--- config.mk ---
export PLATFORM = sky130hd
export DESIGN_NAME = dmem_arbiter
export DESIGN_NICKNAME = d
export VERILOG_FILES = /design/src/rtl/dmem_arb_pkg.sv /design/src/rtl/rr_pick2.sv /design/src/rtl/dmem_arbiter.sv
export SDC_FILE = /design/constraint.sdc
export NUM_CORES = 1
export LEC_CHECK = 0
export ABC_AREA = 0
export CELL_PAD_IN_SITES_DETAIL_PLACEMENT = 0
export CELL_PAD_IN_SITES_GLOBAL_PLACEMENT = 1
export CORE_ASPECT_RATIO = 1.25
export CORE_MARGIN = 2
export CORE_UTILIZATION = 24
export CTS_BUF_LIST = sky130_fd_sc_hd__clkbuf_16
export DETAILED_ROUTE_END_ITERATION = 8
export PLACE_DENSITY_LB_ADDON = 0.1
export SYNTH_ARGS = -nofsm -noshare
export SYNTH_HDL_FRONTEND = slang
export SYNTH_SLANG_ARGS = --single-unit
--- constraint.sdc ---
create_clock -name clk -period 1.47 [get_ports clk]
set_input_delay 0.147 -clock clk [delete_from_list [all_inputs] [get_ports clk]]
set_output_delay 0.147 -clock clk [all_outputs]
set_load 0.02 [all_outputs]
--- src/rtl/dmem_arb_pkg.sv ---
// Shared definitions for the data-memory arbiter.
//   - arb_state_e : arbiter FSM states
//   - DEF_*       : default widths used as module parameter defaults
//   - NUM_PORTS   : number of requesters sharing the RAM
package dmem_arb_pkg;

  localparam int DEF_DATA_W = 32;
  localparam int DEF_ADDR_W = 32;
  localparam int DEF_RAM_AW = 10;
  localparam int NUM_PORTS  = 2;

  typedef enum logic [1:0] {
    IDLE   = 2'd0,
    ACCESS = 2'd1,
    RESP   = 2'd2
  } arb_state_e;

endpackage

--- src/rtl/rr_pick2.sv ---
// Two-way round-robin picker (purely combinational).
//   req   : request vector, bit i = port i requesting
//   last  : port granted most recently
//   valid : at least one request present
//   sel   : chosen port; on a tie the port that was not granted last wins
module rr_pick2
  import dmem_arb_pkg::*;
(
  input  logic [NUM_PORTS-1:0] req,
  input  logic                 last,
  output logic                 valid,
  output logic                 sel
);

  always_comb begin
    valid = |req;
    // A lone request selects its own port; only a tie consults history.
    sel   = (req == 2'b11) ? ~last : req[1];
  end

endmodule

--- src/rtl/dmem_arbiter.sv ---
// Shares a single-port synchronous RAM between two single-beat requesters.
//   clk, rst            : clock, synchronous active-high reset
//   req/we/addr/wdata N : requester N access (req held until gntN)
//   gntN                : one-cycle pulse, access accepted
//   rvalidN / rdataN    : one-cycle read-data pulse; rdataN holds otherwise
//   ram_addr/ram_wdata/ram_wren : RAM macro side, word addressed
//   ram_rdata           : RAM read data, one cycle after the address
// A write takes IDLE->ACCESS (2 cycles), a read IDLE->ACCESS->RESP (3 cycles).
// All outputs decode from registered state; ram_rdata is forwarded to the
// selected port's rdata during RESP.
module dmem_arbiter
  import dmem_arb_pkg::*;
#(
  parameter int DATA_W = DEF_DATA_W,
  parameter int ADDR_W = DEF_ADDR_W,
  parameter int RAM_AW = DEF_RAM_AW
) (
  input  logic              clk,
  input  logic              rst,

  input  logic              req0,
  input  logic              we0,
  input  logic [ADDR_W-1:0] addr0,
  input  logic [DATA_W-1:0] wdata0,
  output logic              gnt0,
  output logic              rvalid0,
  output logic [DATA_W-1:0] rdata0,

  input  logic              req1,
  input  logic              we1,
  input  logic [ADDR_W-1:0] addr1,
  input  logic [DATA_W-1:0] wdata1,
  output logic              gnt1,
  output logic              rvalid1,
  output logic [DATA_W-1:0] rdata1,

  output logic [RAM_AW-1:0] ram_addr,
  output logic [DATA_W-1:0] ram_wdata,
  output logic              ram_wren,
  input  logic [DATA_W-1:0] ram_rdata
);

  arb_state_e        state, state_nxt;
  logic              last_gnt;
  logic              sel_q;
  logic              we_q;
  logic [RAM_AW-1:0] addr_q;
  logic [DATA_W-1:0] wdata_q;
  logic [DATA_W-1:0] rdata0_q, rdata1_q;

  logic              pick_valid;
  logic              pick_sel;

  // Byte-offset bits and bits above the RAM size are dropped on purpose:
  // misaligned addresses truncate and large addresses wrap.
  logic unused_addr_bits;
  assign unused_addr_bits = ^{addr0[1:0], addr0[ADDR_W-1:RAM_AW+2],
                              addr1[1:0], addr1[ADDR_W-1:RAM_AW+2]};

  rr_pick2 u_pick (
    .req   ({req1, req0}),
    .last  (last_gnt),
    .valid (pick_valid),
    .sel   (pick_sel)
  );

  // State register.
  // NOTE: sequential state uses non-blocking (<=) so every flop samples
  // pre-edge values regardless of statement order.
  always_ff @(posedge clk) begin
    if (rst) state <= IDLE;
    else     state <= state_nxt;
  end

  // Next-state logic.
  // NOTE: the default assignment first keeps always_comb from inferring a
  // latch on any path that does not assign state_nxt.
  always_comb begin
    state_nxt = state;
    unique case (state)
      IDLE:    if (pick_valid) state_nxt = ACCESS;
      ACCESS:  state_nxt = we_q ? IDLE : RESP;
      RESP:    state_nxt = IDLE;
      default: state_nxt = IDLE;
    endcase
  end

  // Access latches: captured once in IDLE and held for the whole access,
  // so requester changes after acceptance have no effect.
  // NOTE: these datapath registers are reset (unlike a RAM array) because
  // ram_addr/ram_wdata must read as zero right after reset.
  always_ff @(posedge clk) begin
    if (rst) begin
      last_gnt <= 1'b1;  // port 0 wins the first tie
      sel_q    <= 1'b0;
      we_q     <= 1'b0;
      addr_q   <= '0;
      wdata_q  <= '0;
    end else if (state == IDLE && pick_valid) begin
      last_gnt <= pick_sel;
      sel_q    <= pick_sel;
      we_q     <= pick_sel ? we1    : we0;
      addr_q   <= pick_sel ? addr1[RAM_AW+1:2] : addr0[RAM_AW+1:2];
      wdata_q  <= pick_sel ? wdata1 : wdata0;
    end
  end

  // Read-data hold registers; only the port that issued the read updates.
  always_ff @(posedge clk) begin
    if (rst) begin
      rdata0_q <= '0;
      rdata1_q <= '0;
    end else begin
      if (rvalid0) rdata0_q <= ram_rdata;
      if (rvalid1) rdata1_q <= ram_rdata;
    end
  end

  // Output decode.
  always_comb begin
    gnt0      = (state == ACCESS) && !sel_q;
    gnt1      = (state == ACCESS) &&  sel_q;
    rvalid0   = (state == RESP)   && !sel_q;
    rvalid1   = (state == RESP)   &&  sel_q;
    ram_wren  = (state == ACCESS) &&  we_q;
    ram_addr  = addr_q;
    ram_wdata = wdata_q;
    rdata0    = rvalid0 ? ram_rdata : rdata0_q;
    rdata1    = rvalid1 ? ram_rdata : rdata1_q;
  end

endmodule

### Word-level counts from Yosys, hierarchy flattened

Index checks and enable logic that the tools add are counted.

* register bits: 111
* logic and storage cells: 31
* input port bits: 166

* bitwise gates (word level): 1
* multiplexer cells: 9
* equality and inequality tests: 4
* reductions and logical operators: 9

Operator list (number)
* $mux W32: 3
* $mux W10: 1
* $logic_and A1 B1 Y1: 6
* $eq A2 B2 Y1 const B: 2
* $mux W2: 2
* $pmux W2 S2: 1
* $eq A2 B1 Y1 const B: 1
* $logic_not A2 Y1: 1
* $mux W1: 2
* $ne A2 B2 Y1 const B: 1
* $reduce_or A2 Y1: 1
* $logic_not A1 Y1: 1
* $not A1 Y1: 1

### Depth between registers and ports, before layout

* word-level depth: 3
* mapped depth: 6

### Hierarchy

A second synthesis with hierarchy kept.

* cell total of the unflattened synthesis: 374
* area, all modules: 4399.2 µm²

By module, submodules not included
* dmem_arbiter: cells an instance 372, area each 4385.5 µm², instances 1
* rr_pick2: cells an instance 2, area each 13.8 µm², instances 1

### Worst setup path before layout

OpenSTA, ideal clock, no wires.

* kind: register -> register
* start point: register state[1]
* end point: register rdata0_q[22]
* slack: -104 ps
* stages on the path, launching flop included: 5
* arrival time: 1460 ps
* buffers on the path: 1
* period minus slack after synthesis: 1574 ps
* cell sequence: dfxtp_1 > nor3b_4 > buf_6 > mux2_4 > and2b_1

* word-level cells in the longest chain between the ends: 3

Ends and longest elaborated chain
* start, declared: RTL line dmem_arbiter.sv:43 `arb_state_e state, state_nxt;`
* start signal, assigned: RTL line dmem_arbiter.sv:72 `else state <= state_nxt;`
* $eq A2 B2 Y1: RTL line dmem_arbiter.sv:123 `rvalid0 = (state == RESP) && !sel_q;`
* $logic_and A1 B1 Y1: RTL line dmem_arbiter.sv:123
* via rvalid0: RTL line dmem_arbiter.sv:26 `output logic rvalid0,`
* $mux W32
* via rdata0[22]: RTL line dmem_arbiter.sv:27 `output logic [DATA_W-1:0] rdata0,`
* end signal, assigned: RTL line dmem_arbiter.sv:114 `if (rvalid0) rdata0_q <= ram_rdata;`
* end, declared: RTL line dmem_arbiter.sv:49 `logic [DATA_W-1:0] rdata0_q, rdata1_q;`

The timed path passes the listed nets, and every way through them passes these cells.
A chain may end at the register's enable or synchronous reset.

### Worst setup path in the final report

* start point: register sel_q
* end point: output port rdata0[2]

* word-level cells in the longest chain between the ends: 3

Ends and longest elaborated chain
* start, declared: RTL line dmem_arbiter.sv:45 `logic sel_q;`
* start signal, assigned: RTL line dmem_arbiter.sv:101 `sel_q <= pick_sel;`
* $logic_not A1 Y1: RTL line dmem_arbiter.sv:123
* $logic_and A1 B1 Y1: RTL line dmem_arbiter.sv:123
* $mux W32
* end, declared: RTL line dmem_arbiter.sv:27

Every way passes these cells.

==> Implementation_results.wiki <==
{| class="wikitable"
! Metric !! Value
|-
| Register bit total from synthesis || between 100 and 150
|-
| Worst Tran Pin Value || 0.3662 ns
|-
| Yosys top cell by area || dfxtp_1
|-
| IO Port Bufs || 232
|-
| Max Clock Freq || 0.5247 GHz
|-
| Num Clock Sinks || 111
|-
| Number of antenna-violating nets in the routed design || 0
|-
| Mux share of post-synthesis cell area || 0.1647
|-
| Static power due to leakage || 3.781 nW
|-
| Xor and xnor fraction of the mapped netlist area || 0
|-
| Count of distinct cell types in the synthesized netlist || 25
|-
| Setup TNS || -24.59 ns
|-
| Detailed Route Iter0 Violations || 135
|-
| Leading post-synthesis cells by cell area || dfxtp_1, a311oi_2, mux2_4, nand2_1, nor2b_1
|-
| Dpl hpwl || between 10 and 15 mm
|-
| TritonCTS clock tree || built
|-
| Bufs on Longest Clock Path || 2
|-
| Largest net degree at the start of global routing || 38
|-
| Critical Path AT || 1.76 ns
|-
| Antenna violations before repair || 0
|-
| Tightest slew margin relative to the limit || 0.7559
|-
| Total nets after synthesis || about 640
|-
| Cell chosen for the clock root || clkbuf_16
|-
| Final slew viol count || 0
|-
| Final RePlAce weighted congestion || roughly 0.72
|-
| Number of nets in the finished design || 886
|-
| Flip-flop and latch area || around 2200 sq um
|-
| Critical path data required time || 1.32 ns
|-
| Synth top cells by count || dfxtp_1, nand2_1, a21oi_1
|-
| Number of vias in the routed layout || 4,329
|-
| Part of the cycle the worst path needs || 1.297
|-
| Maximum level of the CTS H-tree || 3
|-
| Final period demand of the worst path || 1.906 ns
|-
| Number of detailed-route iterations in the first pass || 4
|-
| Routed WL per cell || approximately 16 um
|-
| Count of boundary I/O pins || about 280
|-
| Post-Syn Area || between 5000 and 6000 sq um
|-
| Chip Width || 133.6 um
|-
| Global route total overflow || 0
|-
| Failing checks || setup timing
|-
| Share of final-layout standard cells stronger than drive strength 1 || 0.3343
|-
| Portion of the post-synthesis area used by sequential elements || 0.4411
|-
| Setup slack of the critical path after layout || -0.4360 ns
|-
| Clock insertion delay at the later pin of the skew report || 0.36 ns
|-
| Share of synthesized cell area in and, or, nand and nor gates || 0.1706
|-
| Multi-input gate area in the final layout || 2654 sq um
|-
| Global-route wire length before repair || 24.99 mm
|-
| CTS Buf Count || 9
|-
| Run status || complete, but fails checks
|-
| Overall die height || 166.0 um
|-
| Count of final setup violators || 88
|-
| Tot Pwr || 7.869 mW
|-
| Core utilization of the finished layout || 0.4071
|-
| Most numerous cell in the Yosys netlist || dfxtp_1
|-
| CP Class || flip-flop to output pin
|-
| Synthesized area per cell || 10.60 sq um
|-
| Clock skew || 0.008852 ns
|-
| Largest family of logic cells by synthesized area || compound AO/OA/AOI/OAI gates
|-
| Post-DR vias/cell || 4.338
|-
| Layout Area Growth over Synthesis || 67.64%
|-
| Std-Cell Rows || 59
|-
| Portion of synthesized cell area occupied by the leading cell type || 0.4411
|-
| Count of antenna diodes in the layout || 0
|-
| Prevailing post-synth register cell || dfxtp_1
|-
| Worst Setup End Kind || output pin
|-
| Post-CTS clock slew at the launch and capture registers of the worst setup and hold paths || 0.07 ns
|-
| DRC || 0
|-
| Worst supply voltage drop on vdd || 633.1 uV
|-
| Core region area || ~21,000 sq um
|-
| Die ar. || 22,170 sq um
|-
| GRT Resource Usage Total || 0.1428
|-
| Total of fill cells in the finished design || 2,052
|-
| RSZ-0062 raised after global routing || true
|-
| Worst min-delay path category || primary input to flip-flop
|-
| Detailed-route wire length || 16.15 mm
|-
| Number of warnings issued by yosys || 0
|-
| Vias in the first global route || 4,471
|-
| Power density over cell area || 931.9 nW/um^2
|-
| Fraction of registers with async set/reset || 0
|-
| Complex-gate fraction of the synthesized area || 0.1746
|-
| Critical path peak fanout || 8
|-
| Max-capacitance violation count || 0
|-
| Element type at the critical path start || flip-flop
|-
| Cells after synthesis || approximately 480
|-
| Number of flops mapped to enable cells by yosys || 0
|-
| Initial standard-cell utilization of the core || 0.2428
|-
| Adder-cell share of the synthesized area || 0
|-
| Fin. Hold Viols || 0
|}
## per-stage QoR
stage	instances	hold slack [ns]	worst slack (ns)	area [sq um]
3_3_place_gp	965	0.4426	-0.4486	7790
3_5_place_dp	965	0.4398	-0.4697	7790
5_1_grt	998	0.2206	-0.5095	8444
6_report	998	0.2051	-0.4360	8444
4_1_cts	993	0.1947	-0.4569	8264
2_1_floorplan	475	0.3003	-0.05545	5040
## critical path, stage by stage, from the launching register on
cell and delay (ns):
dfxtp_2 0.34, nor3b_4 0.21, buf_6 0.14, buf_8 0.12
buf_16 0.14, mux2_4 0.32, buf_6 0.13
## report_power, final
part	switching [mW]	internal (mW)
logic	1.01	1.06
clock network	1.19	1.33
registers	0.0889	3.20
## metal layers
layer	vias to the layer above	global-route usage	share of wire
met5	-	0	0
met4	0	0.04718	0.015
met3	14	0.04701	0.076
met2	164	0.2416	0.48
met1	2019	0.1700	0.43
li1	2132	-	-
## cell families after synthesis
family / count (synthesis)
simple gates: 164
flops: 111
compound gates: 91
mux: 64
buf+inv: 45
## flip-flops by register name (all words and copies together), names as in the netlist
register,cells
rdata1_q,32
ram_addr,10
state,2
ram_wdata,32
last_gnt,1
we_q,1
rdata0_q,32
sel_q,1
## placed cells by master (no fill, tap or decap), types with 12 or more instances in the layout
master | Yosys | final
clkdlybuf4s50_1 | 0 | 120
dfxtp_1 | 111 | 108
nand2_1 | 88 | 88
buf_6 | 9 | 63
mux2_4 | 29 | 45
a21oi_1 | 44 | 44
a311oi_2 | 39 | 39
nor2b_1 | 37 | 37
dlygate4sd2_1 | 0 | 34
buf_4 | 0 | 31
and2b_1 | 29 | 29
mux2_2 | 17 | 19
buf_12 | 0 | 12
## what timing repair did
action	4_1_cts	5_1_grt
gates resized for setup	436	41
setup buffers	10	4
cloned	3	2
hold buffers	0	0
pin swaps	1	1
setup endpoints to repair	127	112
## area by class of cell
cell class	count	share of cell area
clock buffers	9	0.02667
clock inverters	6	0.008149
inverters	3	0.001334
multi-input cells	319	0.3143
flip-flops and latches	111	0.2636
well taps	274	0.04060
repair buffers	276	0.3454
## path summary, 6_finish.rpt
kind | startpoint | endpoint | slack [ns] | cells past startpoint
hold reg to reg | we_q | state[1] | 0.45 | 1
hold / removal | rst | rdata1_q[20] | 0.21 | 2
setup / recovery | sel_q | rdata0[2] | -0.44 | 6
setup reg to reg | sel_q | rdata0_q[16] | -0.16 | 7
Note: power is estimated with default switching activity, not from simulation.
